--- config.mk ---
export PLATFORM = sky130hd
export DESIGN_NAME = store_buffer_flat
export DESIGN_NICKNAME = d
export VERILOG_FILES = /design/src/rtl/store_buffer_if.sv /design/src/rtl/store_buffer.sv /design/src/flat_wrapper.sv
export SDC_FILE = /design/constraint.sdc
export NUM_CORES = 1
export LEC_CHECK = 0
export BUFFER_PORTS_ARGS = -buffer_cell sky130_fd_sc_hd__buf_2
export CORE_ASPECT_RATIO = 1.2
export CORE_MARGIN = 3
export CORE_UTILIZATION = 51
export CTS_CLUSTER_DIAMETER = 150
export DETAILED_ROUTE_END_ITERATION = 8
export MAX_ROUTING_LAYER = met4
export PLACE_DENSITY = 0.79
export SETUP_SLACK_MARGIN = 0.02
export SLEW_MARGIN = 0
export SYNTH_ARGS = -nofsm -noshare
export SYNTH_HDL_FRONTEND = slang
export SYNTH_SLANG_ARGS = --single-unit
--- constraint.sdc ---
create_clock -name clk -period 12 [get_ports clk]
set_input_delay 1.2 -clock clk [delete_from_list [all_inputs] [get_ports clk]]
set_output_delay 1.2 -clock clk [all_outputs]
set_load 0.005 [all_outputs]
--- src/rtl/store_buffer_if.sv ---
// rtl/store_buffer_if.sv - commit, load-forwarding and data-cache signal bundle for the store buffer
interface store_buffer_if;
    logic        enq_valid;
    logic [31:0] enq_addr;
    logic [31:0] enq_wdata;
    logic [3:0]  enq_wmask;
    logic        sb_full;
    logic        sb_empty;
    logic        ld_valid;
    logic [31:0] ld_addr;
    logic [3:0]  ld_rmask;
    logic        ld_hit;
    logic        ld_conflict;
    logic [31:0] ld_data;
    logic [31:0] dmem_addr;
    logic [3:0]  dmem_wmask;
    logic [31:0] dmem_wdata;
    logic        dmem_resp;

    // Store buffer side
    modport slave (
        input  enq_valid, enq_addr, enq_wdata, enq_wmask,
        input  ld_valid, ld_addr, ld_rmask,
        input  dmem_resp,
        output sb_full, sb_empty,
        output ld_hit, ld_conflict, ld_data,
        output dmem_addr, dmem_wmask, dmem_wdata
    );

    // Core / cache side
    modport master (
        output enq_valid, enq_addr, enq_wdata, enq_wmask,
        output ld_valid, ld_addr, ld_rmask,
        output dmem_resp,
        input  sb_full, sb_empty,
        input  ld_hit, ld_conflict, ld_data,
        input  dmem_addr, dmem_wmask, dmem_wdata
    );
endinterface

--- src/rtl/store_buffer.sv ---
// rtl/store_buffer.sv - post-commit store buffer with in-order cache drain and byte-accurate load forwarding
module store_buffer #(
    parameter int SB_DEPTH = 4,
    localparam int SB_PTR_W = $clog2(SB_DEPTH)
) (
    input  logic          clk,
    input  logic          rst_n,
    store_buffer_if.slave bus
);

    typedef struct packed {
        logic [31:0] data;
        logic [29:0] addr;
        logic [3:0]  mask;
        logic        sent_to_cache;
    } sb_info_t;

    typedef enum logic {
        IDLE = 1'b0,
        BUSY = 1'b1
    } state_t;

    localparam logic [SB_PTR_W-1:0] PTR_ONE  = SB_PTR_W'(1);
    localparam logic [SB_PTR_W:0]   CNT_ONE  = (SB_PTR_W+1)'(1);
    localparam logic [SB_PTR_W:0]   CNT_FULL = (SB_PTR_W+1)'(SB_DEPTH);

    sb_info_t              entry_q [SB_DEPTH];
    logic [SB_DEPTH-1:0]   valid_q;
    logic [SB_PTR_W-1:0]   head_q;
    logic [SB_PTR_W-1:0]   tail_q;
    logic [SB_PTR_W:0]     count_q;
    logic [SB_PTR_W:0]     count_d;
    logic [SB_PTR_W:0]     count_after_deq;
    state_t                state_q;
    state_t                state_d;

    logic                  enq_fire;
    logic                  deq;
    logic                  mark_sent;
    logic [SB_PTR_W-1:0]   mark_idx;
    logic [3:0]            dmem_wmask_d;
    logic [31:0]           dmem_wdata_d;

    logic [3:0]            covered;
    logic [31:0]           fwd_data;
    logic [SB_PTR_W-1:0]   fwd_idx;

    logic                  unused_addr_lsbs;
    assign unused_addr_lsbs = ^{bus.enq_addr[1:0], bus.ld_addr[1:0]};

    assign bus.sb_full  = (count_q == CNT_FULL);
    assign bus.sb_empty = (count_q == '0);

    // A full buffer silently drops the enqueue; commit is responsible for never doing that.
    assign enq_fire = bus.enq_valid && !bus.sb_full;

    // Occupancy that remains if the head retires this cycle (including a same-cycle enqueue).
    assign count_after_deq = count_q + (SB_PTR_W+1)'(enq_fire) - CNT_ONE;
    assign count_d         = count_q + (SB_PTR_W+1)'(enq_fire) - (SB_PTR_W+1)'(deq);

    // Drain FSM: decide the next state, when the head retires and which entry is handed to the cache.
    always_comb begin
        state_d      = state_q;
        deq          = 1'b0;
        mark_sent    = 1'b0;
        mark_idx     = head_q;
        dmem_wmask_d = 4'h0;
        dmem_wdata_d = 32'h0;
        case (state_q)
            IDLE: begin
                if (count_q != '0) begin
                    state_d   = BUSY;
                    mark_sent = 1'b1;
                end
            end
            BUSY: begin
                if (entry_q[head_q].sent_to_cache) begin
                    dmem_wmask_d = entry_q[head_q].mask;
                    dmem_wdata_d = entry_q[head_q].data;
                end
                if (bus.dmem_resp) begin
                    deq = 1'b1;
                    if (count_after_deq != '0) begin
                        mark_sent = 1'b1;
                        mark_idx  = head_q + PTR_ONE;
                    end else begin
                        state_d = IDLE;
                    end
                end
            end
            default: state_d = IDLE;
        endcase
    end

    assign bus.dmem_wmask = dmem_wmask_d;
    assign bus.dmem_wdata = dmem_wdata_d;
    assign bus.dmem_addr  = {entry_q[head_q].addr, 2'b00};

    // Drain FSM state register.
    always_ff @(posedge clk or negedge rst_n) begin
        if (!rst_n) begin
            state_q <= IDLE;
        end else begin
            state_q <= state_d;
        end
    end

    // Entry storage and pointers; the sent flag is applied last so it wins over a same-cycle enqueue write.
    always_ff @(posedge clk or negedge rst_n) begin
        if (!rst_n) begin
            for (int i = 0; i < SB_DEPTH; i++) begin
                entry_q[i] <= '0;
            end
            valid_q <= '0;
            head_q  <= '0;
            tail_q  <= '0;
            count_q <= '0;
        end else begin
            if (enq_fire) begin
                entry_q[tail_q] <= '{data: bus.enq_wdata, addr: bus.enq_addr[31:2],
                                     mask: bus.enq_wmask, sent_to_cache: 1'b0};
                valid_q[tail_q] <= 1'b1;
                tail_q          <= tail_q + PTR_ONE;
            end
            if (deq) begin
                valid_q[head_q] <= 1'b0;
                head_q          <= head_q + PTR_ONE;
            end
            if (mark_sent) begin
                entry_q[mark_idx].sent_to_cache <= 1'b1;
            end
            count_q <= count_d;
        end
    end

    // Forwarding: walk entries oldest to youngest so the youngest matching lane overwrites older ones.
    always_comb begin
        covered  = 4'h0;
        fwd_data = 32'h0;
        fwd_idx  = head_q;
        for (int k = 0; k < SB_DEPTH; k++) begin
            fwd_idx = head_q + k[SB_PTR_W-1:0];
            if (valid_q[fwd_idx] && (entry_q[fwd_idx].addr == bus.ld_addr[31:2])) begin
                for (int b = 0; b < 4; b++) begin
                    if (entry_q[fwd_idx].mask[b] && bus.ld_rmask[b]) begin
                        covered[b]        = 1'b1;
                        fwd_data[8*b +: 8] = entry_q[fwd_idx].data[8*b +: 8];
                    end
                end
            end
        end
    end

    assign bus.ld_hit      = bus.ld_valid && (bus.ld_rmask != 4'h0) && ((bus.ld_rmask & ~covered) == 4'h0);
    assign bus.ld_conflict = bus.ld_valid && (covered != 4'h0) && !bus.ld_hit;
    assign bus.ld_data     = bus.ld_valid ? fwd_data : 32'h0;

endmodule

--- src/flat_wrapper.sv ---
// flat-port wrapper written by rule: the top's interface ports become plain ports
module store_buffer_flat 
#(
    parameter int SB_DEPTH = 4,
    localparam int SB_PTR_W = $clog2(SB_DEPTH)
)
  (clk, rst_n, bus_enq_valid, bus_enq_addr, bus_enq_wdata, bus_enq_wmask, bus_ld_valid, bus_ld_addr, bus_ld_rmask, bus_dmem_resp, bus_sb_full, bus_sb_empty, bus_ld_hit, bus_ld_conflict, bus_ld_data, bus_dmem_addr, bus_dmem_wmask, bus_dmem_wdata);
  store_buffer_if bus_i ();
  input  logic clk;
  input  logic rst_n;
  input wire logic [$bits(bus_i.enq_valid)-1:0] bus_enq_valid;
  input wire logic [$bits(bus_i.enq_addr)-1:0] bus_enq_addr;
  input wire logic [$bits(bus_i.enq_wdata)-1:0] bus_enq_wdata;
  input wire logic [$bits(bus_i.enq_wmask)-1:0] bus_enq_wmask;
  input wire logic [$bits(bus_i.ld_valid)-1:0] bus_ld_valid;
  input wire logic [$bits(bus_i.ld_addr)-1:0] bus_ld_addr;
  input wire logic [$bits(bus_i.ld_rmask)-1:0] bus_ld_rmask;
  input wire logic [$bits(bus_i.dmem_resp)-1:0] bus_dmem_resp;
  output wire logic [$bits(bus_i.sb_full)-1:0] bus_sb_full;
  output wire logic [$bits(bus_i.sb_empty)-1:0] bus_sb_empty;
  output wire logic [$bits(bus_i.ld_hit)-1:0] bus_ld_hit;
  output wire logic [$bits(bus_i.ld_conflict)-1:0] bus_ld_conflict;
  output wire logic [$bits(bus_i.ld_data)-1:0] bus_ld_data;
  output wire logic [$bits(bus_i.dmem_addr)-1:0] bus_dmem_addr;
  output wire logic [$bits(bus_i.dmem_wmask)-1:0] bus_dmem_wmask;
  output wire logic [$bits(bus_i.dmem_wdata)-1:0] bus_dmem_wdata;
  assign bus_i.enq_valid = bus_enq_valid;
  assign bus_i.enq_addr = bus_enq_addr;
  assign bus_i.enq_wdata = bus_enq_wdata;
  assign bus_i.enq_wmask = bus_enq_wmask;
  assign bus_i.ld_valid = bus_ld_valid;
  assign bus_i.ld_addr = bus_ld_addr;
  assign bus_i.ld_rmask = bus_ld_rmask;
  assign bus_i.dmem_resp = bus_dmem_resp;
  assign bus_sb_full = bus_i.sb_full;
  assign bus_sb_empty = bus_i.sb_empty;
  assign bus_ld_hit = bus_i.ld_hit;
  assign bus_ld_conflict = bus_i.ld_conflict;
  assign bus_ld_data = bus_i.ld_data;
  assign bus_dmem_addr = bus_i.dmem_addr;
  assign bus_dmem_wmask = bus_i.dmem_wmask;
  assign bus_dmem_wdata = bus_i.dmem_wdata;
  store_buffer #(.SB_DEPTH(SB_DEPTH)) u_core (.clk(clk), .rst_n(rst_n), .bus(bus_i));
endmodule
Yosys cells after proc, flatten, opt, wreduce, memory -nomap -nowiden --
Index checks and enable logic that the tools add are counted.
Cells by class: $add $sub $neg 7, magnitude comparators 15, equal/unequal tests 5, mux-type cells 90, bitwise logic cells 12, reduce and logical (&&, ||, !) cells 37
Operators with widths (count):
- 67-bit two-way mux | 9
- 67-bit binary-select mux with 2-bit select | 4
- 268-bit bitwise mux | 2
- 268-bit two-way mux | 2
- 67-bit demux with 2-bit select | 2
- 32-bit two-way mux | 7
- 8-bit two-way mux | 16
- 30-bit == test | 4
- 4-bit two-way mux | 8
- 1-bit logical AND | 29
- 1-bit two-way mux | 29
- 3-bit greater-or-equal comparator, second input constant | 6
- 2-bit inverter with 3-bit output | 6
- 2-bit by 3-bit < comparator with 1-bit output, second input constant | 5
- 4-bit bitwise AND | 2
- 1-bit binary-select mux with 2-bit select | 4
- 4-bit inverter | 2
- 4-bit nonzero test | 2
- 3-bit by 1-bit < comparator with 1-bit output, second input constant | 2
- 2-bit two-way mux | 3
- 3-bit nonzero test | 2
- 2-bit by 1-bit adder with 2-bit output, second input constant | 2
- 2-bit adder, second input constant | 2
- 1-bit demux with 2-bit select | 2
- 11 further kinds | 14
Word-level totals: flip-flop bits (word level) 280, bits of input ports 109, output and inout bits 104, word-level logic and storage cells 187

Depth between registers and ports, before layout --
word-level depth 19, mapped depth 24, depth with buffers taken out 11

Worst setup path before layout --
Ideal clock, no wire load.
path type reg2out, start point register u_core.head_q[1], end point output bus_ld_data[16], arrival 5466 ps, data required time 10800 ps, slack 5334 ps, stages on the path, launching flop included 23, buffers on the path 12, cells stage by stage dfrtp_1 > buf_6 > buf_4 > buf_6 > buf_4 > buf_2 > buf_4 > buf_4 > clkbuf_1 > inv_1 > ha_1 > buf_2 > buf_6 > buf_4 > buf_2 > mux4_2 > xnor2_1 > nand3_1 > or3b_1 > nor3_1 > a221oi_1 > or3_1 > a21oi_1
On the way: cells in the longest elaborated chain, start to end 14, elaborated cells on any way between the ends 48, classes of those cells 3 x add/sub; 4 x eq/ne; 29 x mux; 4 x bitwise; 8 x reduce/logical
Ends and longest elaborated chain:
- start, declared | line store_buffer.sv:29 | logic [SB_PTR_W-1:0] head_q;
- start signal, assigned | line store_buffer.sv:127 | head_q <= head_q + PTR_ONE;
- branches (longest 12 deep; another with 2-bit by 1-bit adder with 2-bit output)
- 32-bit two-way mux (*) | line store_buffer.sv:143 | if (valid_q[fwd_idx] && (entry_q[fwd_idx].addr == bus.ld_addr[31:2])) begin
- 32-bit two-way mux (*) | line store_buffer.sv:156 | assign bus.ld_data = bus.ld_valid ? fwd_data : 32'h0;
- end, declared | line flat_wrapper.sv:23 | output wire logic [$bits(bus_i.ld_data)-1:0] bus_ld_data;
Every way passes the cells marked *. The select of a mux whose other input is x is not followed.

Worst setup path in the final report --
start point register u_core.head_q[1], end point output bus_ld_data[7]
The elaborated chain is that of the path after synthesis.

==> run_results.csv <==
group,metric,value,unit
status,status,"complete, no violations",
hold_path,min_path_type,"reg -> reg",
synth,synth_area_leaders,"dfrtp_1 (33%), mux4_2 (23%), mux2_2 (15%)",
grt,grt_pass1_wl,95660,um
grt,grt-ovfl-total,0,
grt,use_met2,46.34,%
synth,synth_cell_types,76,
routing,drt_first_pass_iters,5,
synth,syn_area,21220,um^2
routing,via_per_inst,6.827,
floorplanning,core,40940,um^2
power,p_leak,0.009569,uW
clock_tree,cts_max_level,2,
routing,routed_wl,62240,um
timing,worstMarginPinSlew,1.221,ns
routing,drtIter0Drc,1292,
timing,grt_setup_unrepaired,"no",
finish,drive_above_1_share,43.14,%
worst_setup_path,endpoint_kind,"output pin",
power,swShare,41.70,%
power,total_power,8000,uW
synth,synth_top_cell_by_area,"dfrtp_1",
synth,synth_edf_count,0,
routing,wl_per_cell,26.40,um
timing,drv_slew,0,
finish,syn2layout_area_growth,10.48,%
synth,yosys_warnings,0,
clock_tree,cts_sinks,280,
grt,met1_usage,35.02,%
floorplanning,die_h,229.5,um
run,drv_cap,0,
floorplanning,num_rows,81,
routing,drc,0,
clock_tree,cts_hold_repair.buffers,0,
power,seqPwrFrac,26.9,%
timing,slew-limit-headroom,18.40,%
worst_setup_path,critPathLaunchType,"flip-flop",
power,p_clk_share,12.8,%
worst_setup_path,crit_fanout,55,
timing,fin_worst_skew,0.01646,ns
grt,antenna_found_initial,9,
timing,final.setup.tns,0,ns
routing,vias,16100,
floorplanning,io_pins,213,
synth,synth_top_area_share,33.01,%
floorplanning,die_w,192.2,um
clock_tree,cts_buffers,35,
grt,grt_max_degree,129,
timing,fmax,115.2,MHz
grt,grt_usage,28.78,%
synth,async_reset_ff_share,100.0,%
grt,top_usage_layer,"met2",
clock_tree,cts_resized,0,
clock_tree,path_clk_slew,0.06,ns
power,max-vdd-ir-drop,0.0001987,V
clock_tree,worstSkewPairLatency,0.55,ns
grt,grt_pass1_vias,16200,
clock_tree,cts_tree,"done",
finish,fillCellCount,3318,
timing,finalHoldViolCount,0,
worst_setup_path,worstSetupPathType,"reg -> out",
worst_setup_path,cp.arrival,7.48,ns
clock_tree,postCtsSetupRepairBufs,0,
synth,ys_ff_latch,280,
worst_setup_path,crit_required,10.80,ns
power,combPwrFrac,60.3,%
synth,synth_ff_type,"dfrtp_1",
timing,period_share,72.33,%
placement,dpl.hpwl,42250,um
grt,grt_use_met3,6.307,%
clock_tree,root_buffer,"clkbuf_16",
timing,setup_viol,0,
synth,syn_inst,1679,
synth,synth-seq-area-share,33.01,%
finish,nNetsFinal,1907,
synth,syn-mean-instance-area,12.64,um^2
floorplanning,initial_core_util,51.84,%
power,p_int,4664,uW
routing,ant_nets,0,
power,pwr_density_cell,341.2,nW/um^2
timing,finalCriticalPeriod,8.679,ns
power,switchingPower,3337,uW
placement,io_buffer_count,206,
placement,gp_congestion,1.030,
floorplanning,dieArea,44110,um^2
clock_tree,clockBufferDepth,3,
==> placed cells by master, fill, tap and decap left out, types with 14 or more instances in the layout <==
cell type / count
buf_4: 18
nor2_1: 28
nand2_1: 59
xnor2_1: 92
nand3_1: 14
and3_1: 37
mux2_2: 275
inv_1: 27
mux4_2: 213
a221oi_1: 14
dfrtp_1: 277
and2_1: 14
mux2i_1: 122
clkbuf_16: 36
a21oi_1: 48
buf_2: 205
o21ai_0: 23
xor2_1: 25
nand4_1: 19
nor3_1: 16
==> power groups by stage <==
stage	registers (uW)	logic (uW)	clock network (uW)
3_5_place_dp	2130	4790	0
2_1_floorplan	1820	3850	0
6_report	2150	4820	1030
3_3_place_gp	2050	4680	0
5_1_grt	2230	5130	1080
4_1_cts	2120	4820	1040
==> per-stage QoR <==
| stage | utilization (%) | area, um^2 | setup WS [ns] | instances | hold slack (ns) |
|---|---|---|---|---|---|
| 3_5_place_dp | 54.52 | 22320 | 3.926 | 2288 | 0.4831 |
| 5_1_grt | 57.25 | 23440 | 2.728 | 2356 | 0.5379 |
| 2_1_floorplan | - | 21230 | 5.334 | 1680 | 0.4452 |
| 3_3_place_gp | 54.52 | 22320 | 4.044 | 2288 | 0.4616 |
| 6_report | 57.27 | 23450 | 3.321 | 2358 | 0.5029 |
| 4_1_cts | 57.20 | 23420 | 3.329 | 2347 | 0.4958 |
==> final timing paths <==
path,from,to,slack (ns),cells past startpoint
max,u_core.head_q[1]$_DFFE_PN0P_,bus_ld_data[7],3.32,13
min,u_core.entry_q[201]$_DFF_PN0_,u_core.entry_q[201]$_DFF_PN0_,0.50,2
max reg2reg,u_core.head_q[1]$_DFFE_PN0P_,u_core.entry_q[134]$_DFF_PN0_,8.39,6
min reg2reg,u_core.entry_q[201]$_DFF_PN0_,u_core.entry_q[201]$_DFF_PN0_,0.50,2
max in group asynchronous,rst_n,async pin,9.61,2
min in group asynchronous,rst_n,async pin,0.76,1
==> kinds of logic (layout without fill, tap and decap cells) <==
family | Yosys count | after routing | share of synthesized area [%]
AOI/OAI and AO/OA | 208 | 208 | 6.874
xor gates and xnor gates | 117 | 117 | 4.828
adders and majority gates | 12 | 12 | 0.7074
buffers and inverters | 185 | 313 | 4.469
DFF | 280 | 280 | 33.01
muxes | 616 | 616 | 43.26
other | 1 | 13 | 0.01767
and+or+nand+nor | 260 | 260 | 6.827
==> routing by layer <==
| layer | vias up | part of all wire (%) |
|---|---|---|
| li1 | 6796 | - |
| met5 | - | 0 |
| met4 | 0 | 4.7 |
| met1 | 8294 | 37 |
| met2 | 842 | 50 |
| met3 | 166 | 9.0 |
==> worst max-delay path, cell delays in order (launching register included) <==
cell and delay [ns]:
dfrtp_4 1.04, inv_1 0.33, ha_4 0.91, buf_4 0.74
mux2i_1 0.35, o32ai_1 0.14, a311oi_1 0.26, o2111ai_1 0.19
a2111oi_1 1.06, nand4b_1 0.71, nor2_1 0.80, nand2_1 0.09
o21ai_1 0.12, buf_2 0.14
==> Yosys cell counts, drive strengths merged (13+ instances only) <==
library cell	count
nor3	16
mux2	281
inv	28
o21ai	30
and3	37
xnor2	92
dfrtp	280
a221oi	14
nand2	63
nand3	14
buf	79
clkbuf	77
nor2	28
a21o	13
and2	14
mux4	213
mux2i	122
a21oi	49
nand4	19
xor2	25
==> final cells by class <==
type | instances | area (um^2) | area share, %
diodes | 11 | 27.53 | 0.1174
clock buffers | 48 | 996.0 | 4.248
clock inverters | 11 | 101.3 | 0.4322
inverters | 29 | 108.9 | 0.4642
multi-input cells | 1215 | 13330 | 56.84
flip-flops and latches | 280 | 7015 | 29.92
well taps | 539 | 674.4 | 2.876
repair buffers | 225 | 1196 | 5.101
No activity file was read; power rests on OpenSTA's default activity.
